## config.mk

```make
export PLATFORM = sky130hd
export DESIGN_NAME = shift_add_multiplier_64bit
export DESIGN_NICKNAME = d
export VERILOG_FILES = /design/src/rtl/shift_add_multiplier_64bit_pkg.sv /design/src/rtl/carry_lookahead_adder_64bit.sv /design/src/rtl/shift_add_multiplier_64bit.sv
export SDC_FILE = /design/constraint.sdc
export NUM_CORES = 1
export LEC_CHECK = 0
export CORE_UTILIZATION = 46
export CTS_CLUSTER_SIZE = 16
export DETAILED_ROUTE_END_ITERATION = 12
export PLACE_DENSITY = 0.78
export SETUP_SLACK_MARGIN = 0.02
export SLEW_MARGIN = 20
export SYNTH_ARGS = -nofsm -noshare
export SYNTH_HDL_FRONTEND = slang
export SYNTH_SLANG_ARGS = --single-unit
```

## constraint.sdc

```tcl
create_clock -name clock -period 5.69 [get_ports clock]
set_clock_uncertainty 0.2 [all_clocks]
set_input_delay 1.138 -clock clock [delete_from_list [all_inputs] [get_ports clock]]
set_output_delay 1.138 -clock clock [all_outputs]
set_load 0.1 [all_outputs]
```

## src/rtl/shift_add_multiplier_64bit_pkg.sv

```systemverilog
// Shared definitions for the iterative shift-add multiplier.
// Latency: n/a (types and constants only).
// Backpressure: n/a.
package shift_add_multiplier_64bit_pkg;

    localparam int MUL_WIDTH = 64;
    localparam int MUL_ITERS = 64;

    typedef enum logic [1:0] {
        IDLE = 2'd0,
        RUN  = 2'd1,
        DONE = 2'd2
    } mul_state_t;

endpackage

```

## src/rtl/carry_lookahead_adder_64bit.sv

```systemverilog
// 64-bit adder: 4-bit lookahead groups chained by group generate/propagate.
// Latency: purely combinational.
// Backpressure: none.
module carry_lookahead_adder_64bit (
    input  logic [63:0] a,
    input  logic [63:0] b,
    input  logic        cin,
    output logic [63:0] s,
    output logic        cout,
    output logic        grp_gen,
    output logic        grp_prop
);

    logic [63:0] gb;
    logic [63:0] pb;
    logic [64:0] c;
    logic [15:0] blk_g;
    logic [15:0] blk_p;
    logic        g_acc;

    // Bit and group lookahead terms, then carries rippled group-to-group.
    always_comb begin
        gb    = a & b;
        pb    = a ^ b;
        c     = '0;
        blk_g = '0;
        blk_p = '0;
        g_acc = 1'b0;
        c[0]  = cin;
        for (int k = 0; k < 16; k++) begin
            c[4*k+1] = gb[4*k] | (pb[4*k] & c[4*k]);
            c[4*k+2] = gb[4*k+1] | (pb[4*k+1] & gb[4*k])
                     | (pb[4*k+1] & pb[4*k] & c[4*k]);
            c[4*k+3] = gb[4*k+2] | (pb[4*k+2] & gb[4*k+1])
                     | (pb[4*k+2] & pb[4*k+1] & gb[4*k])
                     | (pb[4*k+2] & pb[4*k+1] & pb[4*k] & c[4*k]);
            blk_g[k] = gb[4*k+3] | (pb[4*k+3] & gb[4*k+2])
                     | (pb[4*k+3] & pb[4*k+2] & gb[4*k+1])
                     | (pb[4*k+3] & pb[4*k+2] & pb[4*k+1] & gb[4*k]);
            blk_p[k] = &pb[4*k +: 4];
            c[4*k+4] = blk_g[k] | (blk_p[k] & c[4*k]);
            g_acc    = blk_g[k] | (blk_p[k] & g_acc);
        end
    end

    assign s        = pb ^ c[63:0];
    assign cout     = c[64];
    assign grp_gen  = g_acc;
    assign grp_prop = &blk_p;

endmodule

```

## src/rtl/shift_add_multiplier_64bit.sv

```systemverilog
// Radix-2 unsigned 64x64->128 multiplier, one conditional add-and-shift per clock.
// Latency: 64 iterations; done pulses in the cycle after the 64th edge following start.
// Backpressure: start is only accepted in IDLE or DONE; ignored while busy.
module shift_add_multiplier_64bit
    import shift_add_multiplier_64bit_pkg::*;
#(
    parameter int WIDTH      = MUL_WIDTH,
    parameter int COUNT_BITS = 6
) (
    input  logic                 clock,
    input  logic                 reset,
    input  logic                 start,
    input  logic [WIDTH-1:0]     a,
    input  logic [WIDTH-1:0]     b,
    output logic                 busy,
    output logic                 done,
    output logic [2*WIDTH-1:0]   product,
    output logic                 hi_nonzero
);

    mul_state_t              state;
    mul_state_t              state_next;
    logic [COUNT_BITS-1:0]   count;
    logic [WIDTH-1:0]        mcand;
    logic [2*WIDTH-1:0]      prod_next;
    logic [WIDTH-1:0]        add_b;
    logic [WIDTH-1:0]        add_s;
    logic                    add_cout;
    logic                    unused_gen;
    logic                    unused_prop;
    logic                    load;
    logic                    iterate;
    logic                    last_iter;

    // Upper half of the partial product plus mcand when the current multiplier bit is set.
    assign add_b     = product[0] ? mcand : '0;
    // Carry-out lands in bit 127 so the running product never loses a bit.
    assign prod_next = {add_cout, add_s, product[WIDTH-1:1]};
    assign last_iter = (count == COUNT_BITS'(MUL_ITERS - 1));

    carry_lookahead_adder_64bit u_adder (
        .a        (product[2*WIDTH-1:WIDTH]),
        .b        (add_b),
        .cin      (1'b0),
        .s        (add_s),
        .cout     (add_cout),
        .grp_gen  (unused_gen),
        .grp_prop (unused_prop)
    );

    // State register.
    always_ff @(posedge clock) begin
        if (reset) state <= IDLE;
        else       state <= state_next;
    end

    // Next-state and handshake decode; DONE accepts a new start for back-to-back use.
    always_comb begin
        state_next = state;
        busy       = 1'b0;
        done       = 1'b0;
        load       = 1'b0;
        iterate    = 1'b0;
        case (state)
            IDLE: begin
                if (start) begin
                    load       = 1'b1;
                    state_next = RUN;
                end
            end
            RUN: begin
                busy    = 1'b1;
                iterate = 1'b1;
                if (last_iter) state_next = DONE;
            end
            DONE: begin
                done = 1'b1;
                if (start) begin
                    load       = 1'b1;
                    state_next = RUN;
                end else begin
                    state_next = IDLE;
                end
            end
            default: state_next = IDLE;
        endcase
    end

    // Operand capture, shift-add iteration and overflow flag.
    always_ff @(posedge clock) begin
        if (reset) begin
            count      <= '0;
            mcand      <= '0;
            product    <= '0;
            hi_nonzero <= 1'b0;
        end else if (load) begin
            count      <= '0;
            mcand      <= a;
            product    <= {{WIDTH{1'b0}}, b};
            hi_nonzero <= 1'b0;
        end else if (iterate) begin
            product <= prod_next;
            count   <= count + COUNT_BITS'(1);
            if (last_iter) hi_nonzero <= |prod_next[2*WIDTH-1:WIDTH];
        end
    end

endmodule

```

* After elaboration in Yosys (flattened, before gate mapping)
Index checks and enable logic that the tools add are counted.
Word-level totals: output and inout bits 131, register bits after elaboration 201, bits of input ports 131
Cells by class: reduce and logical (&&, ||, !) cells 22, add/sub/neg operators 1, eq/ne operators 5, bitwise operators 393, multiplexer cells 11
Operators with widths (count):
- bitwise AND 1 bit | 234
- 2-to-1 mux 64 bit | 3
- OR 1 bit | 156
- XOR 64 bit | 2
- bitwise AND 64 bit | 1
- OR reduction 64 bit | 1
- AND reduction 4 bit | 15
- adder 6 x 1 -> 6 bit, second input constant | 1
- == test 6 bit, second input constant | 1
- one-hot mux 2 bit (3 select lines) | 1
- 2-to-1 mux 1 bit | 5
- 2-to-1 mux 2 bit | 2
- != test 2 bit, second input constant | 2
- AND reduction 2 bit | 2
- OR reduction 2 bit | 2
- == test 2 x 1 -> 1 bit, second input constant | 1
- == test 2 bit, second input constant | 1
- zero test 2 bit | 1
- nonzero test 2 bit | 1

* Depth between registers and ports, before layout
Gate-level depths: netlist (run 1).
depth in word-level cells 39, mapped depth 26

* Modules after synthesis
A second synthesis (run 1) with hierarchy kept.
Second synthesis, totals: cell total of the unflattened synthesis 1347, area total of the unflattened synthesis 11333.4 um^2
Modules (own cells, without submodules):
- shift_add_multiplier_64bit | area each 8351.8 um^2, sequential area each 4023.9 um^2, times used 1, cells each 978
- carry_lookahead_adder_64bit | area each 2981.6 um^2, sequential area each 0.0 um^2, times used 1, cells each 369

* Worst setup path before layout (run 1)
OpenSTA, ideal clock, no wires.
path type reg2reg, start reg product[0], end reg hi_nonzero, setup slack -0.301 ns, cell stages (with the launch flop) 27, library setup time 0.132 ns, data required time 5.358 ns, buffers on the path 2, data arrival time 5.659 ns, period minus slack after synthesis 5.991 ns, cell sequence dfxtp_1 clkbuf_1 clkbuf_1 and2_1 ha_1 a21o_1 a31o_1 a2111oi_2 o31a_2 inv_1 o211ai_1 a21oi_1 o21ai_0 nand2b_1 fa_1 xnor2_1 nand4b_1 nor2_1 nand4_1 nor4_1 o211a_1 and4b_1 nand4b_1 and4bb_1 nand4_1 nor4bb_1 nor3_1
On the way: word-level cells in the longest chain between the ends 38, elaborated cells between the ends (all ways) 410, classes of those cells 1 x mux; 393 x bitwise; 16 x reduce/logical
RTL lines:
- start: declaration | line shift_add_multiplier_64bit.sv:17 | output logic [2*WIDTH-1:0] product,
- start signal: assignment | line shift_add_multiplier_64bit.sv:99 | product <= {{WIDTH{1'b0}}, b};
- start signal: assignment | line shift_add_multiplier_64bit.sv:102 | product <= prod_next;
- 2-to-1 mux 64 bit * | line shift_add_multiplier_64bit.sv:36 | assign add_b = product[0] ? mcand : '0;
- XOR 64 bit or bitwise AND 64 bit (tied branches) | line carry_lookahead_adder_64bit.sv:24, carry_lookahead_adder_64bit.sv:23
- bitwise AND 1 bit (on tied branches) | line carry_lookahead_adder_64bit.sv:37, carry_lookahead_adder_64bit.sv:38, carry_lookahead_adder_64bit.sv:39
- OR 1 bit (tied with other cells) | line carry_lookahead_adder_64bit.sv:37 | blk_g[k] = gb[4*k+3] | (pb[4*k+3] & gb[4*k+2])
- OR 1 bit or bitwise AND 1 bit (tied branches) | line carry_lookahead_adder_64bit.sv:38, carry_lookahead_adder_64bit.sv:39
- OR 1 bit | line carry_lookahead_adder_64bit.sv:39 | | (pb[4*k+3] & pb[4*k+2] & pb[4*k+1] & gb[4*k]);
- bitwise AND 1 bit | line carry_lookahead_adder_64bit.sv:41 | c[4*k+4] = blk_g[k] | (blk_p[k] & c[4*k]);
- OR 1 bit | line carry_lookahead_adder_64bit.sv:41
- [22 not listed]
- bitwise AND 1 bit | line carry_lookahead_adder_64bit.sv:41
- OR 1 bit | line carry_lookahead_adder_64bit.sv:41
- bitwise AND 1 bit | line carry_lookahead_adder_64bit.sv:41
- OR 1 bit | line carry_lookahead_adder_64bit.sv:41
- bitwise AND 1 bit (on tied branches) | line carry_lookahead_adder_64bit.sv:31, carry_lookahead_adder_64bit.sv:33, carry_lookahead_adder_64bit.sv:36
- OR 1 bit (on tied branches) | line carry_lookahead_adder_64bit.sv:31, carry_lookahead_adder_64bit.sv:33, carry_lookahead_adder_64bit.sv:36
- XOR 64 bit | line carry_lookahead_adder_64bit.sv:46 | assign s = pb ^ c[63:0];
- OR reduction 64 bit * | line shift_add_multiplier_64bit.sv:104 | if (last_iter) hi_nonzero <= |prod_next[2*WIDTH-1:WIDTH];
- end signal: assignment | line shift_add_multiplier_64bit.sv:104
- end: declaration | line shift_add_multiplier_64bit.sv:18 | output logic hi_nonzero
Every way passes the cells marked *; elsewhere a longest branch is shown, timed or not. A chain may end at the register's enable or synchronous reset.

* Worst setup path in the final report (run 1)
Ends and elaborated chain as after synthesis.

==> results of run 1 <==
[cell usage after synthesis, drive strengths merged, types with 22 or more instances]
cell / count / area share, %
o22ai: 33 / 1.9
a211oi: 22 / 1.6
a21oi: 145 / 6.7
o21ai: 27 / 1.3
dfxtp: 201 / 37
clkbuf: 78 / 2.7
nor3: 47 / 2.2
nand2: 302 / 11
a311oi: 32 / 2.6
and2: 68 / 3.9
xnor2: 33 / 2.7
nor2: 129 / 4.5
ha: 65 / 7.6
[stage by stage]
stage | setup WS (ns) | hold WS (ns) | cells | power, mW
floorplan | 0.153 | 0.232 | 1372 | 2.27
global placement | 0.163 | 0.241 | 1875 | 2.56
detailed placement | -0.0806 | 0.244 | 1875 | 2.57
CTS | 0.0321 | 0.252 | 1918 | 4.17
global route | -0.0485 | 0.269 | 1925 | 4.32
finish | 0.247 | 0.248 | 1925 | 4.17
[final timing paths]
check	from	end	cells past startpoint
worst max-delay path	product[0]$_SDFFE_PP0P_	hi_nonzero$_SDFFE_PP0P_	22
worst min register to register	mcand[50]$_SDFFE_PP0P_	mcand[50]$_SDFFE_PP0P_	2
worst max register to register	product[0]$_SDFFE_PP0P_	hi_nonzero$_SDFFE_PP0P_	22
worst min-delay path	mcand[50]$_SDFFE_PP0P_	mcand[50]$_SDFFE_PP0P_	2
[final cells by class]
cell class | count | area, µm² | area share (%)
clock buffers | 35 | 703 | 4.75
repair buffers | 286 | 2840 | 19.2
inverters | 17 | 65.1 | 0.440
clock inverters | 6 | 111 | 0.753
well taps | 313 | 392 | 2.65
flip-flops and latches | 201 | 4030 | 27.2
multi-input cells | 1067 | 6650 | 45.0
[cells by family after synthesis]
kind of cell,synth area share (%)
AND/OR/NAND/NOR,25.6
AO/OA/AOI/OAI,18.7
flip-flops,37.4
buffers and inverters,3.62
adder cells (fa/ha/maj),10.5
XOR/XNOR,4.04
multiplexers,0.0929
[per-layer routing]
layer | GRT usage, % | vias to the layer above
met5 | 0 | -
met4 | 10.3 | 0
met3 | 7.10 | 77
met2 | 45.6 | 411
met1 | 33.6 | 5006
li1 | - | 5218
[repair_timing]
item,4_1_cts,5_1_grt
hold buffers,0,0
pin swaps,0,28
resized for setup,2,53
setup endpoints to repair,1,1
setup buffers,2,7
[state kept, by name (all words and copies together) (netlist names)]
register / flops
count: 6
hi_nonzero: 1
mcand: 64
product: 128
state: 2
[tightest hold or removal path, stage by stage, from the launching register on]
cell     delay [ns]
dfxtp_1        0.30
nand2_1        0.05
a21oi_1        0.05
[power by group through the flow]
stage	combinational, mW	sequential (mW)	clock [mW]
6_report	1.01	1.57	1.59
3_3_place_gp	0.965	1.60	0
5_1_grt	1.06	1.58	1.68
4_1_cts	0.987	1.57	1.62
3_5_place_dp	0.972	1.60	0
2_1_floorplan	0.298	1.97	0
==> results.md, run 1 <==
* Period utilization at 95.7%
* DP Area at 13600 µm²
* Worst-margin pin slew at 1.09 ns
* Pins Over Slew Limit at 0
* Pwr dens at 282 nW/µm²
* Number of synthesized flops with an enable pin at 0
* Min Tclk post-route at 5.44 ns
* Worst-path clk slew at 0.06 ns
* CTS buffer count at 24
* Flop pwr share at 37.6%
* Routed wl met3 at 2710 µm
* WL met2 at 15300 µm
* Net Sw Frac at 33.2%
* Clock Latency Late Sink at 0.53 ns
* Crit path DAT at 5.65 ns
* Finished Cell Area at 14800 µm²
* DR top layer: met4
* # rows at 55
* Clock Tree Buf Depth at 3
* Commonest non-fill, non-tap cell in the layout: nand2_1
* H-tree levels at 1
* Critical path type: reg2reg
* Routability congestion estimate at 0.970
* Via count of the routed design at 10700
* Hold Crit Class: reg2reg
* Total die area at 24000 µm²
* Logic pwr share at 24.1%
* I/O Pins at 262
* Area growth syn-to-layout at 37.4%
* Gr usage total at 27.3%
* Finish-stage setup viols at 0
* Port Buf Inserts at 261
* Worst vdd ir at 0.239 mV
* Crit path capture type: flip-flop
* Status: complete, no violations
* Synth cell types at 64
* Wire per inst at 17.4 µm
* Post-synth top flop: dfxtp_1
* Worst path required time at 5.89 ns
* Pint at 2.78 mW
* Most frequent cell on the critical path: nand4_1
* Lkg Pwr at 5.78 nW
* Crit path buf inv count at 2
* Layout cells sized above 1 at 7.26%
* Largest net degree at the start of global routing at 93
* Vias/cell at 5.56
* Antenna-violating nets left at 0
* Share of power burned in the clock network at 38.3%
* Die Y at 155 µm
* Switching power at 1.38 mW
* Final hold violation count at 0
* Post-synthesis cell count at 1372
* Sequential fraction of the synthesis area at 37.4%
* Ys async rst share at 0%
* Final nets at 1809
* Vias in the first global route at 10300
* First-pass GRT wire length at 53100 µm
* Critical path, cell by cell: buf_6 > and2_1 > ha_1 > a21oi_1 > o22ai_2 > buf_4 > a22oi_2 > nand4_1 > a41o_1 > fa_1 > xnor2_2 > nand4_1 > nor2_1 > nand4_1 > nor4_2 > o211a_1 > and4b_1 > nand4b_1 > and4bb_1 > nand4_1 > nor4bb_1 > nor3_1
* Crit path max-delay family: simple AND/OR/NAND/NOR gates
* Max FO, Critical Path at 10
* CP max stage delay at 0.45 ns
* Fill cells at 1937
* Syn Area/Cell at 7.85 µm²
* Final core occ at 64.9%
* MaxCap Viol Count at 0
* Core area at 22800 µm²
* Yosys reg bits at 201
* Diodes inserted at 0
* GR Overflow Total at 0
* Met1 WL at 14200 µm
* Drt drc at 0
* Highest clock rate at 184 MHz
* Worst slew margin at 27.4%
* TritonCTS clock tree: done
* Total Neg Setup Slack at 0 ns
* Die Span X at 155 µm
* Mapped cell area at 10800 µm²
* Startpoint types: flip-flop
* Dpl hpwl at 23000 µm
* Initial antenna violation count at 0
* Mapped Nets at 1584
* Leading cell types in the layout, fill and taps excluded: nand2_1, clkdlybuf4s50_1, dfxtp_1
* Root Driver: clkbuf_16
* Yosys warns at 0
* DRT Wirelength at 33500 µm
* R2R setup slack at 0.25 ns
* Detailed Routing Iterations Pass 1 at 5
* Drt initial violations at 646
* Clk sinks at 201
* Starting Density at 47.3%
* Slowest CP cell: fa_1
(Power assumes the default switching activity.)
==> inputs of run 2 (changes only) <==
--- a/config.mk
+++ b/config.mk
@@ -5,6 +5,7 @@
 export SDC_FILE = /design/constraint.sdc
 export NUM_CORES = 1
 export LEC_CHECK = 0
+export CORE_ASPECT_RATIO = 0.9
 export CORE_UTILIZATION = 46
 export CTS_CLUSTER_SIZE = 16
 export DETAILED_ROUTE_END_ITERATION = 12
==> run 2 against run 1 <==
  * Register-to-register slack about the same
  * Critical path depth is 2 higher
  * Global-route usage about the same
  * Critical endpoint unchanged
  * Fmax hardly changed
  * Utilization down 0.83 points
  * Largest power group is now sequential cells
  * Die area is essentially flat
  * Critical path type unchanged
==> results.md, run 2 (synthesis results as in run 1) <==
* Drt initial violations at 800
* Critical path, cell by cell: buf_8 > and2_1 > ha_2 > a21oi_1 > nor3_4 > o31ai_2 > a211o_1 > a211oi_2 > o211ai_1 > nand2_2 > buf_4 > fa_1 > xnor2_1 > nand4b_1 > nor2_1 > nand4_1 > nor4_2 > o211a_1 > and4b_1 > nand4b_1 > and4bb_1 > nand4_1 > nor4bb_1 > nor3_1
* Clock Tree Buf Depth at 3
* Largest register FFs at 128
* Drt drc at 0
* Vias in the first global route at 10300
* Hold EP: mcand[9]$_SDFFE_PP0P_
* Register area at 4030 µm²
* Fin Hold WS at 0.252 ns
* Min-Delay Startpoint: mcand[9]$_SDFFE_PP0P_
* GR Overflow Total at 0
* Dpl hpwl at 23500 µm
* CTS buffer count at 22
* DRT Wirelength at 33700 µm
* Worst-path clk slew at 0.06 ns
* Period utilization at 95.7%
* Cells on worst reg2reg path at 24
* Worst path required time at 5.88 ns
* Status: complete, no violations
* Startpoint types: flip-flop
* Worst Hold Path Cells at 2
* Detailed Routing Iterations Pass 1 at 5
* Lkg Pwr at 5.74 nW
* Final hold violation count at 0
* Area occupied by multi-input gates at 6560 µm²
* Final nets at 1807
* Clk sinks at 201
* Clock Latency Late Sink at 0.52 ns
* Diodes inserted at 0
* Largest Register: product
* Root Driver: clkbuf_16
* Hold Crit Class: reg2reg
* Via count of the routed design at 10800
* Wire per inst at 17.7 µm
* Largest net degree at the start of global routing at 86
* Initial antenna violation count at 0
* Worst vdd ir at 0.223 mV
* Min Tclk post-route at 5.45 ns
* Vias/cell at 5.67
* Gr usage total at 27.3%
* CP max stage delay at 0.44 ns
* Largest registers: product (128), mcand (64), count (6)
* Layout cells sized above 1 at 6.41%
* Area growth syn-to-layout at 35.2%
* Slowest CP cell: dfxtp_4
* Final cell count without fillers at 1905
* Total die area at 24000 µm²
* Commonest non-fill, non-tap cell in the layout: nand2_1
* Critical path type: reg2reg
* FF-to-FF Start: product[0]$_SDFFE_PP0P_
* Max FO, Critical Path at 21
* Die Span X at 163 µm
* Crit path DAT at 5.64 ns
* First-pass GRT wire length at 52800 µm
* Inst Count DP at 1860
* Die Y at 147 µm
* Antenna-violating nets left at 0
* Worst-margin pin slew at 1.09 ns
* I/O Pins at 262
* Pwr dens at 278 nW/µm²
* TritonCTS clock tree: done
* Fill cells at 1922
* Routability congestion estimate at 0.957
* Crit path capture type: flip-flop
* H-tree levels at 1
* # rows at 52
* Finish-stage setup viols at 0
* Starting Density at 47.4%
* Leading cell types in the layout, fill and taps excluded: nand2_1, clkdlybuf4s50_1, dfxtp_1
* Critical R2R Capture: hi_nonzero$_SDFFE_PP0P_
* Highest clock rate at 184 MHz
* MaxCap Viol Count at 0
* Worst slew margin at 27.2%
* Port Buf Inserts at 261
* R2R setup slack at 0.24 ns
* Core area at 22700 µm²
* Pins Over Slew Limit at 0
## run 2: changes by cell type in the layout (fill, tap and decap cells not counted), sizes merged
| cell | delta |
|---|---|
| clkinvlp | -1 |
| clkbuf | -2 |
| bufinv | -1 |
## run 2: power breakdown
part | internal (mW) | leakage (nW) | switching, mW | total (mW)
logic | 0.299 | 3.74 | 0.703 | 1.00
clock network | 0.878 | 0.355 | 0.598 | 1.48
registers | 1.49 | 1.65 | 0.0739 | 1.57
total | 2.67 | 5.74 | 1.37 | 4.04
## run 2: worst max path at each step
stage                                  from                 endpoint  slack [ns]
finish              product[0]$_SDFFE_PP0P_  hi_nonzero$_SDFFE_PP0P_        0.24
global route        product[0]$_SDFFE_PP0P_  hi_nonzero$_SDFFE_PP0P_       -0.07
CTS                 product[0]$_SDFFE_PP0P_  hi_nonzero$_SDFFE_PP0P_        0.07
detailed placement  product[0]$_SDFFE_PP0P_  hi_nonzero$_SDFFE_PP0P_       -0.06
global placement    product[0]$_SDFFE_PP0P_  hi_nonzero$_SDFFE_PP0P_        0.17
floorplan           product[0]$_SDFFE_PP0P_  hi_nonzero$_SDFFE_PP0P_        0.15
## run 2: metal layers
layer	wire [µm]	track usage [%]
met1	14000	35.1
met2	15700	45.3
met3	3090	6.32
met4	920	7.94
met5	0	0
## run 2: worst max-delay path: cells and delay by family (launching register included)
kind / cells / cell delay (ns)
DFF: 1 / 0.44
xor gates and xnor gates: 1 / 0.30
buffers and inverters: 2 / 0.39
and+or+nand+nor: 13 / 1.93
AOI/OAI and AO/OA: 6 / 1.35
adders and majority gates: 2 / 0.69
## run 2: final cells by class
class,instances,share of cell area (%)
inverter,17,0.447
clock inverter,4,0.481
timing repair buffer,286,19.3
sequential,201,27.7
multi-input combinational,1067,45.0
clock buffer,33,4.49
tap,297,2.55
## run 2: what timing repair did
action / CTS / global route
pin swaps: 0 / 15
hold endpoints to repair: 0 / 0
gates cloned: 0 / 0
hold buffers: 0 / 0
buffers inserted: 2 / 6
gates resized for setup: 1 / 36
setup endpoints to repair: 1 / 1
## run 2: stage by stage
step	power [mW]	setup TNS (ns)	utilization [%]	setup slack [ns]	area, µm²
2_1_floorplan	2.27	0	-	0.153	10800
3_3_place_gp	2.56	0	59.8	0.172	13600
3_5_place_dp	2.58	-0.0583	59.8	-0.0583	13600
4_1_cts	4.05	0	63.1	0.0663	14300
5_1_grt	4.18	-0.0673	64.1	-0.0673	14600
6_report	4.04	0	64.1	0.244	14600
